`src/rtl/keypad_number_entry.sv`:
```
// Keypad number entry: turns debounced key events into a signed 32-bit operand,
// with digit append, negate, clear, enter and a bit-serial divide-by-10 backspace.
module keypad_number_entry #(
    parameter int unsigned MAX_DIGITS = 10,
    parameter logic [31:0] MAX_MAG    = 32'h7FFF_FFFF,
    parameter int unsigned DIV_CYCLES = 32
) (
    input  logic        clk,
    input  logic        rst_n,
    input  logic        key_valid,
    input  logic [3:0]  key_code,
    output logic [31:0] value,
    output logic [31:0] committed,
    output logic        commit_strobe,
    output logic        busy,
    output logic        err,
    output logic [3:0]  digit_count
);

    localparam int unsigned IterW = $clog2(DIV_CYCLES);

    typedef enum logic [1:0] {StEmpty, StEntry, StDiv, StDone} state_e;

    state_e           state_q, state_d;
    logic [31:0]      mag_q, mag_d;
    logic             neg_q, neg_d;
    logic [3:0]       count_q, count_d;
    logic             err_q, err_d;
    logic [31:0]      committed_q, committed_d;
    logic             strobe_q, strobe_d;
    logic [31:0]      quo_q, quo_d;
    logic [3:0]       rem_q, rem_d;
    logic [IterW-1:0] iter_q, iter_d;

    logic [31:0] value_int;
    logic [35:0] prod;
    logic [4:0]  cnt_inc;
    logic        digit_ok;
    logic [4:0]  div_trial;
    logic        div_ge;
    logic [3:0]  div_rem;
    logic [31:0] quo_next;
    logic        iter_last;

    // -0 wraps to 0, so a cleared magnitude always displays as zero.
    assign value_int = neg_q ? (32'd0 - mag_q) : mag_q;

    assign prod     = ({4'b0, mag_q} << 3) + ({4'b0, mag_q} << 1) + {32'b0, key_code};
    assign cnt_inc  = (mag_q == 32'd0 && key_code == 4'd0) ? {1'b0, count_q}
                                                           : {1'b0, count_q} + 5'd1;
    assign digit_ok = (prod <= {4'b0, MAX_MAG}) && (cnt_inc <= 5'(MAX_DIGITS));

    // Restoring divide-by-10: dividend shifts out MSB-first, quotient shifts in LSB-first.
    assign div_trial = {rem_q, quo_q[31]};
    assign div_ge    = div_trial >= 5'd10;
    assign div_rem   = div_ge ? 4'(div_trial - 5'd10) : div_trial[3:0];
    assign quo_next  = {quo_q[30:0], div_ge};
    assign iter_last = iter_q == IterW'(DIV_CYCLES - 1);

    always_comb begin
        state_d     = state_q;
        mag_d       = mag_q;
        neg_d       = neg_q;
        count_d     = count_q;
        err_d       = err_q;
        committed_d = committed_q;
        strobe_d    = 1'b0;
        quo_d       = quo_q;
        rem_d       = rem_q;
        iter_d      = iter_q;

        if (state_q == StDiv) begin
            quo_d  = quo_next;
            rem_d  = div_rem;
            iter_d = iter_q + 1'b1;
            // 0xE/0xF stay ignored even while dividing.
            if (key_valid && key_code < 4'hE) err_d = 1'b1;
            if (iter_last) begin
                mag_d   = quo_next;
                count_d = count_q - 4'd1;
                if (count_q == 4'd1) begin
                    neg_d   = 1'b0;
                    state_d = StEmpty;
                end else begin
                    state_d = StEntry;
                end
            end
        end else if (key_valid) begin
            if (key_code <= 4'h9) begin
                if (state_q == StDone) begin
                    mag_d   = {28'b0, key_code};
                    neg_d   = 1'b0;
                    count_d = (key_code != 4'd0) ? 4'd1 : 4'd0;
                    err_d   = 1'b0;
                    state_d = (key_code != 4'd0) ? StEntry : StEmpty;
                end else if (digit_ok) begin
                    mag_d   = prod[31:0];
                    count_d = cnt_inc[3:0];
                    err_d   = 1'b0;
                    state_d = (prod == 36'd0) ? StEmpty : StEntry;
                end else begin
                    err_d = 1'b1;
                end
            end else begin
                case (key_code)
                    4'hA: begin
                        neg_d = ~neg_q;
                        err_d = 1'b0;
                        if (state_q == StDone) state_d = StEntry;
                    end
                    4'hB: begin
                        if (count_q != 4'd0) begin
                            state_d = StDiv;
                            quo_d   = mag_q;
                            rem_d   = 4'd0;
                            iter_d  = '0;
                            err_d   = 1'b0;
                        end
                    end
                    4'hC: begin
                        mag_d   = 32'd0;
                        neg_d   = 1'b0;
                        count_d = 4'd0;
                        err_d   = 1'b0;
                        state_d = StEmpty;
                    end
                    4'hD: begin
                        committed_d = value_int;
                        strobe_d    = 1'b1;
                        err_d       = 1'b0;
                        state_d     = StDone;
                    end
                    default: ;
                endcase
            end
        end
    end

    always_ff @(posedge clk) begin
        if (!rst_n) begin
            state_q     <= StEmpty;
            mag_q       <= 32'd0;
            neg_q       <= 1'b0;
            count_q     <= 4'd0;
            err_q       <= 1'b0;
            committed_q <= 32'd0;
            strobe_q    <= 1'b0;
            quo_q       <= 32'd0;
            rem_q       <= 4'd0;
            iter_q      <= '0;
        end else begin
            state_q     <= state_d;
            mag_q       <= mag_d;
            neg_q       <= neg_d;
            count_q     <= count_d;
            err_q       <= err_d;
            committed_q <= committed_d;
            strobe_q    <= strobe_d;
            quo_q       <= quo_d;
            rem_q       <= rem_d;
            iter_q      <= iter_d;
        end
    end

    assign value         = value_int;
    assign committed     = committed_q;
    assign commit_strobe = strobe_q;
    assign busy          = state_q == StDiv;
    assign err           = err_q;
    assign digit_count   = count_q;

endmodule

```
`config.mk`:
```
export PLATFORM = sky130hd
export DESIGN_NAME = keypad_number_entry
export DESIGN_NICKNAME = d
export VERILOG_FILES = /design/src/rtl/keypad_number_entry.sv
export SDC_FILE = /design/constraint.sdc
export NUM_CORES = 1
export LEC_CHECK = 0
export CORE_MARGIN = 2
export CORE_UTILIZATION = 60
export CTS_CLUSTER_DIAMETER = 30
export DETAILED_ROUTE_END_ITERATION = 8
export PLACE_DENSITY = 0.91
export SYNTH_ARGS = -nofsm -noshare
export SYNTH_HDL_FRONTEND = slang
export SYNTH_SLANG_ARGS = --single-unit
```
`constraint.sdc`:
```
create_clock -name clk -period 6.8 [get_ports clk]
set_clock_uncertainty 0.05 [all_clocks]
set_input_delay 0.68 -clock clk [delete_from_list [all_inputs] [get_ports clk]]
set_output_delay 0.68 -clock clk [all_outputs]
set_load 0.05 [all_outputs]
```
* Word level (Yosys, flattened, before mapping)
Cells that the tools add are included. Widths: inputs -> output; s select.
Cells by class: $lt $le $gt $ge 5, add/sub/neg operators 7, bitwise logic cells 5, multiplexer cells 61, eq/ne operators 16, reduce and logical (&&, ||, !) cells 23
Operator list (count):
- $mux 32 | 13
- $mux 4 | 13
- $add 35x33->36 | 1
- $add 36x4->36 | 1
- $le 36x31->1 const B | 1
- $logic_not 36->1 | 1
- $logic_not 32->1 | 1
- $sub 1x32->32 const A | 1
- $mux 5 | 6
- $mux 1 | 18
- $eq 4x4->1 const B | 4
- $mux 2 | 8
- $reduce_and 4->1 | 4
- $reduce_bool 4->1 | 4
- $ne 4x4->1 const B | 2
- $pmux 2 s4 | 1
- $ne 2x1->1 const B | 3
- $reduce_and 6->1 | 1
- $reduce_bool 2->1 | 3
- $reduce_bool 6->1 | 1
- $add 4x1->5 const B | 1
- $add 5x1->5 const B | 1
- $eq 5x5->1 const B | 1
- $ge 5x4->1 const B | 1
- 18 further kinds | 26
Word-level totals: bits of input ports 7, register bits 114, output and inout bits 71, word-level logic and storage cells 127

* Logic depth before layout (Yosys ltp)
word-level depth 10, gate-level depth with buffers 16, gate-level depth less buffers 14

* Worst setup path after synthesis
OpenSTA, ideal clock, no wires.
kind input -> register, from in key_code[3], to reg state_q[0], data required time 6634 ps, stages on the path 13, path slack 2350 ps, arrival 4284 ps, buffers on the path 0, cell sequence fa_1 -> inv_1 -> fa_1 -> nand2b_1 -> a211oi_1 -> o21ai_0 -> nand2_1 -> a21o_1 -> xor2_1 -> or4_1 -> or4_1 -> or4_1 -> a31o_1
Between the ends: word-level cells in the longest chain between the ends 8, elaborated cells between the ends (all ways) 27
RTL lines:
- start: declaration | RTL line 11 | input logic [3:0] key_code,
- parallel branches: the longest is 8 deep, another holds $add 36x4->36
- end signal: assignment | RTL line 141 | state_q <= StEmpty;
- end signal: assignment | RTL line 152 | state_q <= state_d;
- end: declaration | RTL line 24 | state_e state_q, state_d;
Parallel ways; which one is timed is not known. The select of a mux whose other input is x is not followed. A chain may end at the register's enable or synchronous reset.

* Final worst setup path
from in key_code[3], to reg mag_q[9]
Between the ends: word-level cells in the longest chain between the ends 7, elaborated cells between the ends (all ways) 17
RTL lines:
- parallel branches: the longest is 7 deep, another holds $add 36x4->36
- end signal: assignment | RTL line 153 | mag_q <= mag_d;
- end: declaration | RTL line 25 | logic [31:0] mag_q, mag_d;
Parallel ways; which one is timed is not known. The select of a mux whose other input is x is not followed.

==> results.json <==
{
  "initial_core_util_pct": 60.7,
  "cts_inserted_buffers": 17,
  "dp_hpwl_um": 16200,
  "clk_pin_slew_worst_paths_ns": 0.05,
  "drive_gt1_share_pct": 6.49,
  "synth_area_leader_cell": "dfxtp_1",
  "p_sw_uw": 1510,
  "slew_violations": 0,
  "drv_cap": 0,
  "ir_drop_v": 0.000200,
  "p_leak_uw": 0.00398,
  "reg2reg_depth": 14,
  "core_um2": 13800,
  "hold_end": "rem_q[0]",
  "grt.total_usage_pct": 32.1,
  "critPathRequiredTime_ns": 6.99,
  "min_period_ns": 5.22,
  "synth_nets": 1110,
  "cp_max_fo": 36,
  "grt_start_max_net_pins": 110,
  "worstHoldStart": "rem_q[0]",
  "cp.arrival_ns": 5.41,
  "slew_headroom_pct": 20.7,
  "die_h_um": 122,
  "reg2reg_from": "mag_q[0]",
  "async_reset_ff_share_pct": 0,
  "drt_wl_total_um": 23300,
  "netlist.area_leader.share_pct": 27.3,
  "port_buffers": 77,
  "synth-seq-cells": 114,
  "setup_violations": 0,
  "outcome": "finished, final reports clean",
  "share_seq_of_total_power_pct": 26.5,
  "vias": 8053,
  "holdWs_ns": 0.419,
  "hold_path.class": "reg -> reg",
  "rrSetupSlack_ns": 2.06,
  "drt_iter0_drc": 794,
  "die-area_um2": 14900,
  "drc": 0,
  "die_w_um": 122,
  "cts_hold_buf": 0,
  "tns_ns": 0,
  "fin_crit_sh_pct": 76.7,
  "synth_area_um2": 8360,
  "ant_nets": 0,
  "place.gp.congestion": 1.01,
  "synth_warnings": 0,
  "swShare_pct": 44.9,
  "ys_types": 72,
  "whs_path_depth": 2,
  "avgSynthCellArea_um2": 8.12,
  "clockBufferDepth": 2,
  "syn_inst": 1030,
  "power_density_nw_per_um2": 349,
  "row_count": 43,
  "hold_viol": 0,
  "synth_common_cells": "115 x nor2_1, 114 x dfxtp_1, 97 x nand2_1",
  "antenna_cells": 0,
  "areaGrowthSynthToFinish_pct": 15.3,
  "met1_usage_pct": 40.8,
  "synthTopCellsByArea": "dfxtp_1 27%, ha_1 11%, mux2i_1 8.3%, nor2_1 5.2%, xnor2_1 4.9%",
  "critical_path_class": "in -> reg",
  "post_cts_resize_count": 0,
  "tightestPinTransition_ns": 1.19,
  "ios": 78,
  "synth.most_common_cell": "nor2_1",
  "r2r_end": "mag_q[9]",
  "wl_per_cell_um": 18.5,
  "antenna_found_initial": 0,
  "worstSkewPairLatency_ns": 0.42,
  "grt_pass1_wl_um": 38100,
  "nFillCells": 1082,
  "synth-seq-area-share_pct": 27.3,
  "p_int_uw": 1850,
  "p_clk_share_pct": 25.0,
  "gr-max-usage-layer": "met2",
  "critPathLaunchType": "input port",
  "cts_tree": "done",
  "fmax_mhz": 192,
  "viasPerCell": 6.40,
  "grt_use_met3_pct": 7.35,
  "ctsHtreeMaxLevel": 4,
  "synth-main-ff-cell": "dfxtp_1",
  "postCtsSetupBuffers": 0,
  "root_buffer": "clkbuf_16",
  "rsz0062_at_grt": "no",
  "first_pass_iters": 6,
  "combPwrFrac_pct": 48.4,
  "end_kind": "flop",
  "layout.nets": 1147,
  "use_met2_pct": 52.0,
  "cts_num_sinks": 114,
  "grt_overflow": 0,
  "synth-edff-count": 0,
  "grt_pass1_vias": 7647
}
-- logic make-up after synthesis --
group / Yosys count / synth area share [%]
DFF: 114 / 27.3
buffers and inverters: 111 / 6.04
muxes: 78 / 9.47
adders and majority gates: 73 / 11.1
AOI/OAI and AO/OA: 280 / 22.8
xor gates and xnor gates: 56 / 5.86
and+or+nand+nor: 318 / 17.4
-- cell type report --
cell class / count / area (µm²) / area share, %
sequential: 114 / 2280 / 23.7
clock buffer: 24 / 492 / 5.10
multi-input combinational: 805 / 5590 / 57.9
tap: 180 / 225 / 2.34
timing repair buffer: 86 / 838 / 8.69
inverter: 43 / 163 / 1.69
clock inverter: 6 / 55.1 / 0.571
-- worst max-delay path: stages --
cell             delay, ns
clkdlybuf4s50_1       0.61
fa_1                  0.62
inv_1                 0.06
fa_1                  0.45
nand2b_1              0.18
a211oi_1              0.42
o21ai_0               0.22
nand2_1               0.18
a32oi_1               0.10
mux2i_1               0.18
or3_1                 0.37
o31a_2                0.58
buf_4                 0.36
a221oi_1              0.31
a211oi_1              0.09
-- sequential cells by signal, indices dropped and copies added, names as in the netlist --
register,count
state_q,2
neg_q,1
mag_q,32
commit_strobe,1
err,1
rem_q,4
iter_q,5
quo_q,32
digit_count,4
committed,32
-- per-layer routing --
metal	up-vias	part of all wire, %	routed length [µm]
met5	-	0	0
met3	74	8.0	1870
li1	3811	-	-
met1	3792	41	9650
met2	376	47	11000
met4	0	3.5	819
-- cells in the final DEF (no fill, tap or decap), drive strengths merged, types with 47 or more instances in the layout --
| master | synthesis | final |
|---|---|---|
| dfxtp | 114 | 114 |
| clkdlybuf4s50 | 0 | 77 |
| a21oi | 65 | 65 |
| xnor2 | 47 | 47 |
| o21ai | 54 | 54 |
| a211oi | 54 | 54 |
| ha | 71 | 71 |
| mux2i | 69 | 69 |
| nor2 | 115 | 115 |
| nand2 | 97 | 97 |
-- through the flow --
stage | cells | cell area, µm² | total power [µW] | util (%) | setup slack (ns)
global placement | 1228 | 9090 | 2440 | 66.0 | 1.35
floorplan | 1030 | 8360 | 2100 | - | 2.35
CTS | 1258 | 9640 | 3330 | 70.0 | 1.67
finish | 1258 | 9640 | 3360 | 70.0 | 1.58
detailed placement | 1228 | 9090 | 2480 | 66.0 | 1.28
global route | 1258 | 9640 | 3540 | 70.0 | 1.22
-- power groups by stage --
stage	Clock (µW)	Sequential, µW	Combinational [µW]
after global routing	876	902	1760
after detailed placement	0	899	1580
final	842	892	1630
after global placement	0	897	1540
after CTS	844	886	1600
after floorplan	0	865	1240
-- how the worst max path moves through the flow --
stage           startpoint          to  slack [ns]
2_1_floorplan  key_code[3]  state_q[0]        2.35
3_3_place_gp   key_code[3]    mag_q[0]        1.35
3_5_place_dp   key_code[3]    mag_q[4]        1.28
4_1_cts        key_code[3]    mag_q[4]        1.67
5_1_grt        key_code[3]    mag_q[4]        1.22
6_report       key_code[3]    mag_q[9]        1.58
Power figures use the tool's default switching activity.
